<file path="src/rtl/ks_sub_seq_pkg.sv">
// Shared definitions for the sequential Kogge-Stone subtractor: chunk width,
// FSM encoding, counter sizing and the prefix carry operator cells.
`default_nettype none

package ks_sub_seq_pkg;

  localparam int CHUNK_W = 16;

  typedef enum logic [1:0] {
    IDLE = 2'd0,
    RUN  = 2'd1,
    DONE = 2'd2
  } state_t;

  // Width of the chunk counter, never less than one bit.
  function automatic int clog2(input int n);
    int r;
    r = 1;
    for (int i = 1; i < 32; i++) begin
      if ((1 << i) < n) r = i + 1;
    end
    return r;
  endfunction

  function automatic logic prefix_g(input logic gh, input logic ph, input logic gl);
    return gh | (ph & gl);
  endfunction

  function automatic logic prefix_p(input logic ph, input logic pl);
    return ph & pl;
  endfunction

endpackage

`default_nettype wire

</file>
<file path="src/rtl/ks_sub16_slice.sv">
// Combinational 16-bit Kogge-Stone slice computing x + ~y + c.
`default_nettype none

module ks_sub16_slice
  import ks_sub_seq_pkg::*;
(
  input  logic [15:0] x,
  input  logic [15:0] y,
  input  logic        c,
  output logic [15:0] s,
  output logic        co
);

  logic [15:0]      p;
  logic [15:0]      g;
  logic [15:0]      carry;
  logic [4:0][15:0] gl;
  logic [4:0][15:0] pl;

  assign p = x ^ ~y;
  assign g = x & ~y;

  // Carry-in is folded into bit 0, so bit 0 has nothing further to propagate.
  assign gl[0] = {g[15:1], g[0] | (p[0] & c)};
  assign pl[0] = {p[15:1], 1'b0};

  genvar lv, i;
  generate
    for (lv = 0; lv < 4; lv++) begin : g_level
      localparam int D = 1 << lv;
      for (i = 0; i < 16; i++) begin : g_bit
        if (i >= D) begin : g_cell
          assign gl[lv+1][i] = prefix_g(gl[lv][i], pl[lv][i], gl[lv][i-D]);
          assign pl[lv+1][i] = prefix_p(pl[lv][i], pl[lv][i-D]);
        end else begin : g_pass
          assign gl[lv+1][i] = gl[lv][i];
          assign pl[lv+1][i] = pl[lv][i];
        end
      end
    end
  endgenerate

  assign carry = {gl[4][14:0], c};
  assign s     = p ^ carry;
  assign co    = g[15] | (p[15] & carry[15]);

endmodule

`default_nettype wire

</file>
<file path="src/rtl/ks_sub_seq.sv">
// Handshaked multi-cycle wide subtractor: one 16-bit chunk per cycle, LSB first,
// borrow chained through a carry register; reports borrow, zero and less-than.
`default_nettype none

module ks_sub_seq
  import ks_sub_seq_pkg::*;
#(
  parameter int WORDS = 4
) (
  input  logic                   clk,
  input  logic                   rst_n,
  input  logic                   in_valid,
  output logic                   in_ready,
  input  logic [16*WORDS-1:0]    a,
  input  logic [16*WORDS-1:0]    b,
  input  logic                   bin,
  output logic                   out_valid,
  input  logic                   out_ready,
  output logic [16*WORDS-1:0]    diff,
  output logic                   bout,
  output logic                   zero,
  output logic                   lt
);

  localparam int            W      = CHUNK_W * WORDS;
  localparam int            KW     = clog2(WORDS);
  localparam logic [KW-1:0] K_LAST = KW'(WORDS - 1);

  state_t               state;
  state_t               state_nxt;
  logic [KW-1:0]        k;
  logic                 carry;
  logic [W-1:0]         a_r;
  logic [W-1:0]         b_r;
  logic [W-1:0]         diff_r;
  logic [W-1:0]         diff_nxt;
  logic                 bout_r;
  logic                 zero_r;
  logic [CHUNK_W-1:0]   x_k;
  logic [CHUNK_W-1:0]   y_k;
  logic [CHUNK_W-1:0]   sum;
  logic                 co;
  logic                 last;

  assign last = (k == K_LAST);

  always_comb begin
    x_k = a_r[CHUNK_W*k +: CHUNK_W];
    y_k = b_r[CHUNK_W*k +: CHUNK_W];
  end

  ks_sub16_slice u_slice (
    .x  (x_k),
    .y  (y_k),
    .c  (carry),
    .s  (sum),
    .co (co)
  );

  // Complete diff including the chunk produced this cycle, so zero sees the final value.
  always_comb begin
    diff_nxt = diff_r;
    diff_nxt[CHUNK_W*k +: CHUNK_W] = sum;
  end

  always_ff @(posedge clk) begin
    if (!rst_n) state <= IDLE;
    else        state <= state_nxt;
  end

  always_comb begin
    state_nxt = state;
    in_ready  = 1'b0;
    out_valid = 1'b0;
    case (state)
      IDLE: begin
        in_ready = 1'b1;
        if (in_valid) state_nxt = RUN;
      end
      RUN: begin
        if (last) state_nxt = DONE;
      end
      DONE: begin
        out_valid = 1'b1;
        if (out_ready) state_nxt = IDLE;
      end
      default: state_nxt = IDLE;
    endcase
  end

  always_ff @(posedge clk) begin
    if (!rst_n) begin
      k      <= '0;
      carry  <= 1'b0;
      a_r    <= '0;
      b_r    <= '0;
      diff_r <= '0;
      bout_r <= 1'b0;
      zero_r <= 1'b0;
    end else begin
      case (state)
        IDLE: begin
          if (in_valid) begin
            a_r   <= a;
            b_r   <= b;
            carry <= ~bin;
            k     <= '0;
          end
        end
        RUN: begin
          diff_r <= diff_nxt;
          carry  <= co;
          k      <= k + 1'b1;
          if (last) begin
            bout_r <= ~co;
            zero_r <= (diff_nxt == '0);
            k      <= '0;
          end
        end
        default: ;
      endcase
    end
  end

  assign diff = diff_r;
  assign bout = bout_r;
  assign lt   = bout_r;
  assign zero = zero_r;

endmodule

`default_nettype wire
</file>
<file path="config.mk">
export PLATFORM = sky130hd
export DESIGN_NAME = ks_sub_seq
export DESIGN_NICKNAME = d
export VERILOG_FILES = /design/src/rtl/ks_sub_seq_pkg.sv /design/src/rtl/ks_sub16_slice.sv /design/src/rtl/ks_sub_seq.sv
export SDC_FILE = /design/constraint.sdc
export NUM_CORES = 1
export LEC_CHECK = 0
export BUFFER_PORTS_ARGS = -buffer_cell sky130_fd_sc_hd__buf_2
export CAP_MARGIN = 20
export CORE_MARGIN = 3
export CORE_UTILIZATION = 57
export DETAILED_ROUTE_END_ITERATION = 7
export GPL_ROUTABILITY_DRIVEN = 0
export PLACE_DENSITY = 0.78
export SYNTH_ARGS = -nofsm -noshare
export SYNTH_HDL_FRONTEND = slang
export SYNTH_SLANG_ARGS = --single-unit
export TNS_END_PERCENT = 10
</file>
<file path="constraint.sdc">
create_clock -name clk -period 7 [get_ports clk]
set_input_delay 1.4 -clock clk [delete_from_list [all_inputs] [get_ports clk]]
set_output_delay 1.4 -clock clk [all_outputs]
set_load 0.01 [all_outputs]
</file>
; ---- Word level (Yosys, flattened, before mapping)
; Cells that the tools add are included.
[word_totals]
regBits = 229
out_inout_bits = 69
wordCells = 170
[classes]
muxes = 12
shift = 4
reduce_logical = 7
addsub = 2
eq_ne = 6
n_bitwise = 131
[op_table]
columns = cell, count
row1 = 64-bit by 33-bit indexed part select with 16-bit output, 2
row2 = 1-bit AND, 78
row3 = 64-bit bitwise mux, 1
row4 = 64-bit zero test, 1
row5 = 32-bit two-way mux, 2
row6 = 32-bit one-hot mux with 2 select lines, 1
row7 = 16-bit by 34-bit variable shift with 64-bit output (first input constant), 1
row8 = 16-bit by 34-bit indexed part select with 64-bit output, 1
row9 = 1-bit bitwise OR, 47
row10 = 32-bit negator with 34-bit output, 1
row11 = 32-bit by 1-bit adder with 32-bit output (second input constant), 1
row12 = 32-bit by 2-bit == test with 1-bit output (second input constant), 1
row13 = 16-bit bitwise XOR, 2
row14 = 16-bit AND, 1
row15 = 16-bit NOT, 1
row16 = 2-bit two-way mux, 3
row17 = 2-bit != test (second input constant), 3
row18 = 2-bit one-hot mux with 3 select lines, 1
row19 = 2-bit AND reduction, 3
row20 = 1-bit two-way mux, 3
row21 = 3-bit AND reduction, 1
row22 = 2-bit by 1-bit == test with 1-bit output (second input constant), 1
row23 = 2-bit == test (second input constant), 1
row24 = 2-bit zero test, 1
row25 = 3 further kinds, 4

; ---- Longest topological paths before layout
[logic_depth]
word_depth = 15
ltp_mapped = 22
mapped_depth_nobuf = 19

; ---- Modules after synthesis
; A second synthesis with hierarchy kept.
[unflattened]
hier_cells = 1458
area_unflattened_um2 = 12408.2
[modules_own_cells]
columns = mod, n_inst, seq_area_each_um2, area_per_inst_um2, cells_each
row1 = ks_sub_seq, 1, 4584.4, 11567.3, 1343
row2 = ks_sub16_slice, 1, 0.0, 840.8, 115

; ---- Worst setup path after synthesis
; No wires, ideal clock.
[synth_timing]
path_type = register -> register
startpoint = register k[0]
endpoint = register zero_r (netlist: zero)
required_ps = 6916
n_path_buf = 2
synth_period_minus_slack_ps = 5303
arrival_time_ps = 5219
slack_ps = 1697
path_stages_with_launch = 19
setup_time_ps = 84
path_cell_list = dfxtp_1 buf_1 clkbuf_1 mux4_2 nand2_1 fa_1 inv_1 fa_1 a21oi_1 o22ai_1 or4_1 a31oi_1 xnor2_1 or3b_2 a2111oi_0 and4_1 o21ai_1 a2111o_1 o31ai_2
[synth_via]
elab_chain_len = 15
[synth_rtl]
columns = item, line
row1 = start: declaration, ks_sub_seq.sv:31  ; logic [KW-1:0] k;
row2 = start signal: assignment, ks_sub_seq.sv:113  ; k <= k + 1'b1;
row3 = 64-bit by 33-bit indexed part select with 16-bit output, ks_sub_seq.sv:49  ; y_k = b_r[CHUNK_W*k +: CHUNK_W];
row4 = 16-bit NOT, "ks_sub16_slice.sv:20, ks_sub16_slice.sv:21"
row5 = 16-bit bitwise XOR, ks_sub16_slice.sv:20  ; assign p = x ^ ~y;
row6 = 1-bit AND, ks_sub16_slice.sv:24  ; assign gl[0] = {g[15:1], g[0] | (p[0] & c)};
row7 = 1-bit bitwise OR, ks_sub16_slice.sv:24
row8 = 1-bit AND, ks_sub_seq_pkg.sv:26  ; return gh | (ph & gl);
row9 = 1-bit bitwise OR, ks_sub_seq_pkg.sv:26
row10 = 1-bit AND, ks_sub_seq_pkg.sv:26
row11 = 1-bit bitwise OR, ks_sub_seq_pkg.sv:26
row12 = 1-bit AND, ks_sub_seq_pkg.sv:26
row13 = 1-bit bitwise OR, ks_sub_seq_pkg.sv:26
row14 = 16-bit bitwise XOR, ks_sub16_slice.sv:44  ; assign s = p ^ carry;
row15 = 16-bit by 34-bit indexed part select with 64-bit output, ks_sub_seq.sv:63  ; diff_nxt[CHUNK_W*k +: CHUNK_W] = sum;
row16 = 64-bit bitwise mux, ks_sub_seq.sv:63
row17 = 64-bit zero test, ks_sub_seq.sv:116  ; zero_r <= (diff_nxt == '0);
row18 = end signal: assignment, ks_sub_seq.sv:116
row19 = end: declaration, ks_sub_seq.sv:38  ; logic zero_r;
; Parallel ways exist; a longest one is shown, timed or not.
; A chain may end at the register's enable or synchronous reset.

; ---- Final worst setup path
[layout_timing]
startpoint = register k[1]
endpoint = register zero_r (netlist: zero)
; Same word-level chain as after synthesis.

==> flow_summary.toml <==
[setup_path]
crit_chain = "mux4_2, nand2_1, fa_1, inv_1, fa_1, a21oi_1, o22ai_1, or4_1, a31oi_1, xnor2_1, or3b_2, a2111oi_0, and4_1, o21ai_1, a2111o_1, o31ai_2"
crit_type = "register to register"
path_common_cell = "fa_1"
worst_ep_arrival_time_ns = 5.68
cp.required_ns = 7.44
cp_top_family = "compound AO/OA/AOI/OAI gates"
worstSetupEndpointType = "register"
crit_fanout = 40
slowest_delay_ns = 0.95
path_buf_inv = 1
critPathSlowestCell = "dfxtp_2"
cp-start-kind = "register"

[power_and_ir_drop]
p_per_area_mw_per_mm2 = 246
p_seq_share_pct = 41.4
leakage_nw = 5.54
switchingPower_w = 0.000965
switching_share_pct = 29.0
power_frac_comb_pct = 18.3
power_w = 0.00333
internal_power_w = 0.00236
irDropWorstVdd_mv = 0.215
p_clk_share_pct = 40.3

[layout]
layout.nets = 1742
final_layout_size_suffix_gt1_share_pct = 19.4
final_common_cell = "nand2_1"
mostFrequentLayoutCells = "nand2_1 (351), dfxtp_1 (227), buf_2 (201), a21oi_1 (191), nor2_1 (123)"
antennaDiodeCount = 0
syn_to_final_growth_pct = 16.3

[timing]
tightest_slew_ns = 1.10
setup_viol = 0
fin_crit_sh_pct = 74.8
finalHoldViolations = 0
drv_slew = 0
tns_ns = 0
clock-skew-final_ns = 0.0229
slew_headroom_pct = 26.3
layout_min_cycle_time_ns = 5.24
rsz0062_at_grt = "no"
fmax_ghz = 0.191

[clocking]
cts_sinks = 229
cts_resized = 0
hold_buffers = 0
root_buffer = "clkbuf_16"
clkTransAtPathRegs_ns = 0.07
cts.path.max_buffers = 3
insertion_delay_ns = 0.54
cts_inserted_buffers = 24
htreeDepth = 1
cts_tree = "done"
post_cts_buffers = 0

[floorplan]
initial_utilization_pct = 58.9
dieArea_mm2 = 0.0221
die_w_um = 149
die-height_um = 149
boundaryPins = 202
num_rows = 51
core_area_mm2 = 0.0197

[hold_path]
hp-class = "register to register"

[place]
place_hpwl_um = 23100
numPortBuffers = 201

[grt]
overflow = 0
grt_max_degree = 131
grt_usage_pct = 29.1
grt_pass1_wl_um = 53300
grt_pass1_vias = 10600
antenna_found_initial = 0

[routing]
dr_total_vias = 11200
finalWirelength_um = 33000
vias_per_cell = 5.96
postRouteAntennaNets = 0
drtIter0Drc = 1115
drc_errors = 0
routedWlPerCell_um = 17.6
dr.pass1.iters = 6

[job]
max_cap_viol_count = 0

[synth]
syn-mean-instance-area_um2 = 7.97
synth_top_cell_by_area = "dfxtp_1"
synth_flop_cell = "dfxtp_1"
synth_edf_count = 0
synthTopCellsByArea = "dfxtp_1 (39%), nand2_1 (11%), a21oi_1 (8.2%)"
syn_inst = 1459
synth_top_area_share_pct = 39.4
synth.cell_area_mm2 = 0.0116
syn_nets = 1611
ys_seq_area_share_pct = 39.4
ys_ff_latch = 229
synth_cell_types = 68
ys_async_sr_fraction_pct = 0
ys.warnings.count = 0

[status]
status = "complete, no violations"
registers in the layout, summed over array words and instances, names as in the netlist:
name,cells
diff,64
b_r,64
k,32
a_r,64
state,2
zero,1
carry,1
bout,1
path summary, 6_finish.rpt:
| check | start | endpoint | slack (ns) | depth (start not counted) |
|---|---|---|---|---|
| setup / recovery | k[1]$_SDFFE_PN0P_ | zero$_SDFFE_PN0P_ | 1.76 | 16 |
| hold / removal | a_r[43]$_SDFFE_PN0P_ | a_r[43]$_SDFFE_PN0P_ | 0.45 | 2 |
| setup reg to reg | k[1]$_SDFFE_PN0P_ | zero$_SDFFE_PN0P_ | 1.76 | 16 |
| hold reg to reg | a_r[43]$_SDFFE_PN0P_ | a_r[43]$_SDFFE_PN0P_ | 0.45 | 2 |
synth_stat cells (all sizes together) (16+ instances only):
| master | instances |
|---|---|
| ha | 16 |
| nor2 | 125 |
| a21oi | 191 |
| mux4 | 32 |
| inv | 17 |
| and2 | 31 |
| mux2i | 44 |
| buf | 19 |
| clkbuf | 88 |
| o21ai | 28 |
| nor3 | 24 |
| nand3 | 29 |
| nand2 | 352 |
| nor4 | 39 |
| dfxtp | 229 |
cells by family after synthesis:
| family | share of synthesized area (%) |
|---|---|
| AO/OA/AOI/OAI | 15.4 |
| XOR/XNOR | 2.02 |
| adder cells (fa/ha/maj) | 2.24 |
| buffers and inverters | 4.32 |
| flip-flops | 39.4 |
| multiplexers | 10.1 |
| AND/OR/NAND/NOR | 26.5 |
per-stage QoR:
stage / std cells / utilization (%) / setup WS (ns) / cell area (um2) / hold WS, ns
finish: 1872 / 68.5 / 1.76 / 13500 / 0.452
global route: 1872 / 68.5 / 1.32 / 13500 / 0.473
CTS: 1869 / 68.3 / 1.54 / 13500 / 0.454
detailed placement: 1826 / 64.0 / 1.58 / 12600 / 0.445
global placement: 1826 / 64.0 / 1.70 / 12600 / 0.440
floorplan: 1459 / - / 1.70 / 11600 / 0.433
tightest hold or removal path, cell delays in order, from the launching register on:
cell and delay (ns):
dfxtp_1 0.31, nand2_1 0.05, a21oi_1 0.05
final cells by class:
type	instances	area (um2)
sequential	229	4590
timing repair buffer	212	1120
tap	265	332
clock buffer	29	659
clock inverter	14	186
inverter	17	68.8
fill	1624	6200
multi-input combinational	1106	6570
power by group through the flow:
stage / Combinational (W) / Sequential [W] / Clock [W]
final: 0.000607 / 0.00138 / 0.00134
after global routing: 0.000659 / 0.00138 / 0.00140
after CTS: 0.000584 / 0.00138 / 0.00135
after detailed placement: 0.000580 / 0.00141 / 0
after global placement: 0.000564 / 0.00141 / 0
after floorplan: 0.000409 / 0.00139 / 0
per-layer routing:
layer  wire (um)  global-route usage [%]  part of all wire (%)  vias to the layer above
met5           0                       0                     0                        -
met4         944                    8.79                   2.9                        0
met3        2410                    4.04                   7.3                       76
met2       15700                    48.9                    48                      443
met1       13900                    39.3                    42                     5273
li1            -                       -                     -                     5370
Power figures use the tool's default switching activity.
